[src/rtl/up_down_counter_param.sv]
// up_down_counter_param
// Parametrised up/down counter with programmable modulus (0..MAX_VAL),
// optional saturation, parallel load with clamping, count enable,
// terminal-count, one-cycle boundary pulse and sticky overflow flag.
//
// Parameters:
//   WIDTH    counter width in bits (2..32)
//   MAX_VAL  highest count value, 1 <= MAX_VAL <= 2**WIDTH-1
//   SATURATE 0 = wrap at the boundaries, 1 = hold at the boundaries
//
// Ports:
//   clk      rising-edge clock
//   rst      synchronous active-high reset (q <= 0 when counting up,
//            q <= MAX_VAL when counting down)
//   en       count enable
//   mode     direction: 1 = up, 0 = down
//   load     parallel load strobe (priority over en)
//   load_val value to load, clamped to MAX_VAL
//   clr_ovf  clears the sticky overflow flag (a simultaneous set wins)
//   q        registered count
//   tc       terminal count, combinational from q and mode
//   wrap_p   registered pulse, high the cycle after each boundary event
//   ovf      registered sticky boundary-event flag
module up_down_counter_param #(
   parameter int unsigned      WIDTH    = 8,
   parameter logic [WIDTH-1:0] MAX_VAL  = '1,
   parameter bit               SATURATE = 1'b0
) (
   input  logic             clk,
   input  logic             rst,
   input  logic             en,
   input  logic             mode,
   input  logic             load,
   input  logic [WIDTH-1:0] load_val,
   input  logic             clr_ovf,
   output logic [WIDTH-1:0] q,
   output logic             tc,
   output logic             wrap_p,
   output logic             ovf
);

   localparam logic [WIDTH:0] MAX_EXT = {1'b0, MAX_VAL};

   logic [WIDTH:0]   inc_ext;
   logic [WIDTH:0]   dec_ext;
   logic             at_top;
   logic             at_bot;
   logic             boundary;
   logic [WIDTH-1:0] q_nxt;

   // Boundary detection uses the extra arithmetic bit: q+1 exceeds
   // MAX_VAL only at the top, and q-1 borrows only at zero.
   always_comb begin
      inc_ext = {1'b0, q} + 1'b1;
      dec_ext = {1'b0, q} - 1'b1;
      at_top  = (inc_ext > MAX_EXT);
      at_bot  = dec_ext[WIDTH];
   end

   assign tc = mode ? at_top : at_bot;

   always_comb begin
      boundary = 1'b0;
      q_nxt    = q;
      if (load) begin
         q_nxt = ({1'b0, load_val} > MAX_EXT) ? MAX_VAL : load_val;
      end else if (en) begin
         if (mode) begin
            if (at_top) begin
               boundary = 1'b1;
               q_nxt    = SATURATE ? MAX_VAL : '0;
            end else begin
               q_nxt = inc_ext[WIDTH-1:0];
            end
         end else begin
            if (at_bot) begin
               boundary = 1'b1;
               q_nxt    = SATURATE ? '0 : MAX_VAL;
            end else begin
               q_nxt = dec_ext[WIDTH-1:0];
            end
         end
      end
   end

   always_ff @(posedge clk) begin
      if (rst) begin
         q      <= mode ? '0 : MAX_VAL;
         wrap_p <= 1'b0;
         ovf    <= 1'b0;
      end else begin
         q      <= q_nxt;
         wrap_p <= boundary;
         // set wins over a same-cycle clear
         ovf    <= boundary | (ovf & ~clr_ovf);
      end
   end

endmodule

[config.mk]
export PLATFORM = sky130hd
export DESIGN_NAME = up_down_counter_param
export DESIGN_NICKNAME = d
export VERILOG_FILES = /design/src/rtl/up_down_counter_param.sv
export SDC_FILE = /design/constraint.sdc
export NUM_CORES = 1
export LEC_CHECK = 0
export ABC_AREA = 1
export BUFFER_PORTS_ARGS = -buffer_cell sky130_fd_sc_hd__clkbuf_2
export CAP_MARGIN = 30
export CORE_MARGIN = 2
export CORE_UTILIZATION = 47
export CTS_CLUSTER_SIZE = 20
export DETAILED_ROUTE_END_ITERATION = 12
export PLACE_DENSITY = 0.82
export SLEW_MARGIN = 5
export SYNTH_ARGS = -nofsm -noshare
export SYNTH_HDL_FRONTEND = slang
export SYNTH_SLANG_ARGS = --single-unit
[constraint.sdc]
create_clock -name clk -period 1.7 [get_ports clk]
set_input_delay 0.17 -clock clk [delete_from_list [all_inputs] [get_ports clk]]
set_output_delay 0.17 -clock clk [all_outputs]
set_load 0.1 [all_outputs]
==> summary.md <==
| Metric | Value |
|---|---|
| CP arrival | 1980 ps |
| Die X-Extent | a little under 50 um |
| Avg Inst Size Synth | 6.36 um2 |
| H-tree lvl count | 1 |
| Setup TNS | -3410 ps |
| Clock tree sinks | 10 |
| CTS tree | yes |
| Max Transition Viols Final | 0 |
| Area growth syn-to-layout | 53.3% |
| Vias in the first global route | ~1100 |
| Mapped Cells | ~150 |
| Share of layout cells above drive strength 1 | 0.436 |
| Cell internal pwr | between 0.0006 and 0.0007 W |
| Commonest non-fill, non-tap cell in the layout | nand2_1 |
| CTS Root Cell | clkbuf_4 |
| Final WL | ~3.2 mm |
| Hold slack | about 140 ps |
| Initial antenna violation count | 0 |
| Worst-case clock buffer depth | 2 |
| Max-slew headroom | 0.633 |
| DRT antenna net count | 0 |
| Synth Register Bits | 10 |
| Critical Path RT | 1530 ps |
| Largest net degree at the start of global routing | 10 |
| CTS buffer count | 3 |
| Endpoint class of the critical path | output pin |
| Die area | between 2000 and 2500 um2 |
| Synth area leaders | edfxtp_1 25%, nand2_1 18%, nor2_1 9.6% |
| Critical path class | register to output pin |
| Run status | complete, but fails checks |
| Unrepaired setup endpoints after global routing | true |
| Slew @ Worst Pin | 554 ps |
| Core Area | 1960 um2 |
| Clk Latency, worst-skew pair | ~270 ps |
| Switch Pwr | approximately 0.00050 W |
| Via count | roughly 1300 |
| Post-layout util | 0.765 |
| Register area share after synthesis | 0.286 |
| Power density over the cells | 750 nW/um2 |
| Final setup vio count | 11 |
| Final period utilization | 1.26 |
| Synth cell types | 23 |
| CTS Hold Buffers Added | 0 |
| WL/cell | 13.6 um |
| Peak Freq | about 470 MHz |
| Seq pwr share | 0.288 |
| MaxCap Viol Count | 0 |
| Leak Pwr | 0.788 nW |
| Syn Nets | roughly 170 |
| HPWL after DPL | between 2 and 2.5 mm |
| Final WS setup | -449 ps |
| Clock share of power | 0.193 |
| Combinational share of power | 0.519 |
| Die Y | roughly 50 um |
| Io pins | 25 |
| Mapped cell area | slightly below 1000 um2 |
| IO buf count | 24 |
| First drt pass iteration count | 4 |
| Pwr Total | approximately 0.0011 W |
| GRT overflow | 0 |
| Fill cell count | about 150 |
| Vias per inst | approximately 5.3 |
| Layout Nets | ~230 |
| # rows | 16 |
| Crit-path max FO | 4 |
| Placed Cells incl. Taps | around 230 |
| Tot GR Track Use | 0.255 |
| Sw Share | 0.448 |
| Antenna cells | 0 |
| Final Skew | slightly above 2 ps |
| Startpoint types | register |
| Initial drt markers | between 50 and 60 |
| Final hold violation count | 0 |
| Non-filler instance count after layout | roughly 240 |
| Cell taking the most area after synthesis | edfxtp_1 |
| Most frequent cells in the layout | 40 x nand2_1, 29 x buf_4, 23 x clkbuf_2, 22 x nor2_1, 14 x inv_1 |
| Min Tclk post-route | between 2000 and 2500 ps |
| Max IR drop VDD | approximately 0.59 mV |
| HP Class | input port to register |
| Failing checks | setup timing |
| Placer Congestion | roughly 0.90 |
| Effective utilization at floorplan | 0.499 |
| Synthesis Warnings | 0 |
| Drt drc | 0 |
| Share of the synthesized area in the top cell type | 0.245 |
| First-pass GRT wire length | approximately 4.9 mm |
| Worst-path clk slew | 70 ps |
[power by group through the flow]
stage          Clock, W  Sequential, W  Combinational, W
2_1_floorplan         0       0.000484          0.000177
3_3_place_gp          0       0.000324          0.000485
3_5_place_dp          0       0.000325          0.000494
4_1_cts        0.000217       0.000320          0.000531
5_1_grt        0.000229       0.000327          0.000622
6_report       0.000217       0.000325          0.000584
[metal layers]
layer	vias to the layer above	wire [um]	part of all wire	track usage
met4	0	106	0.033	0.144
li1	605	-	-	-
met5	-	0	0	0
met1	583	1280	0.39	0.293
met3	12	177	0.055	0.0182
met2	58	1690	0.52	0.462
[sequential cells by signal, indices dropped and copies added, names as in the netlist]
signal and count:
wrap_p 1, ovf 1, q 8
[final cells by class]
class | count | area (um2) | share of cell area
clock buffer | 4 | 36.3 | 0.0242
sequential | 10 | 280 | 0.187
tap | 27 | 33.8 | 0.0225
inverter | 20 | 75.1 | 0.0500
timing repair buffer | 56 | 387 | 0.258
multi-input combinational | 121 | 689 | 0.459
[critical path, cell delays in order (launching register included)]
cell and delay [ps]:
edfxtp_1 470, ha_2 250, nand2_2 110, inv_2 70
nand2_2 70, nand2_2 70, inv_2 60, nand3_2 60
nor2_2 90, nand2_2 80, nand2_4 80, nand2_4 70
nand2_8 70, buf_12 160
[Yosys cell counts]
master and number:
a21oi_1 5, nand3_2 1, clkinv_1 1, nor2_4 1, inv_2 1, edfxtp_1 8, nand2_2 2, buf_6 2
ha_1 3, nor2_1 25, o21bai_1 1, xor2_1 3, nand2_4 3, buf_4 1, inv_1 18, dfxtp_1 2
nand3b_1 2, nor2_2 1, nand4_1 2, nand3_1 18, o21ai_0 7, nand2_1 46, o21ai_1 1
[cells by family after synthesis]
kind of cell	synth area share
AND/OR/NAND/NOR	0.467
buffers and inverters	0.107
AO/OA/AOI/OAI	0.0741
flip-flops	0.286
XOR/XNOR	0.0268
adder cells (fa/ha/maj)	0.0383
[stage by stage]
step	instance area, um2	setup WS [ps]
after global placement	1300	-140
after CTS	1410	-381
final	1500	-449
after global routing	1500	-542
after floorplan	988	-784
after detailed placement	1300	-182
[what timing repair did]
| action | in CTS | in global routing |
|---|---|---|
| pin swaps | 0 | 9 |
| buffers inserted | 7 | 4 |
| setup endpoints to repair | 11 | 11 |
| endpoints found under the hold margin | 0 | 0 |
| resized for setup | 5 | 27 |
[worst paths after layout]
kind              cells after the start  slack [ps]           start                end
setup / recovery                     13        -450  q[1]$_DFFE_PP_                 tc
hold / removal                        3         140              en  wrap_p$_SDFF_PP0_
setup reg to reg                     15        -380  q[1]$_DFFE_PP_     q[4]$_DFFE_PP_
hold reg to reg                       2         480  ovf$_SDFF_PP0_     ovf$_SDFF_PP0_
Note: power is estimated with default switching activity, not from simulation.
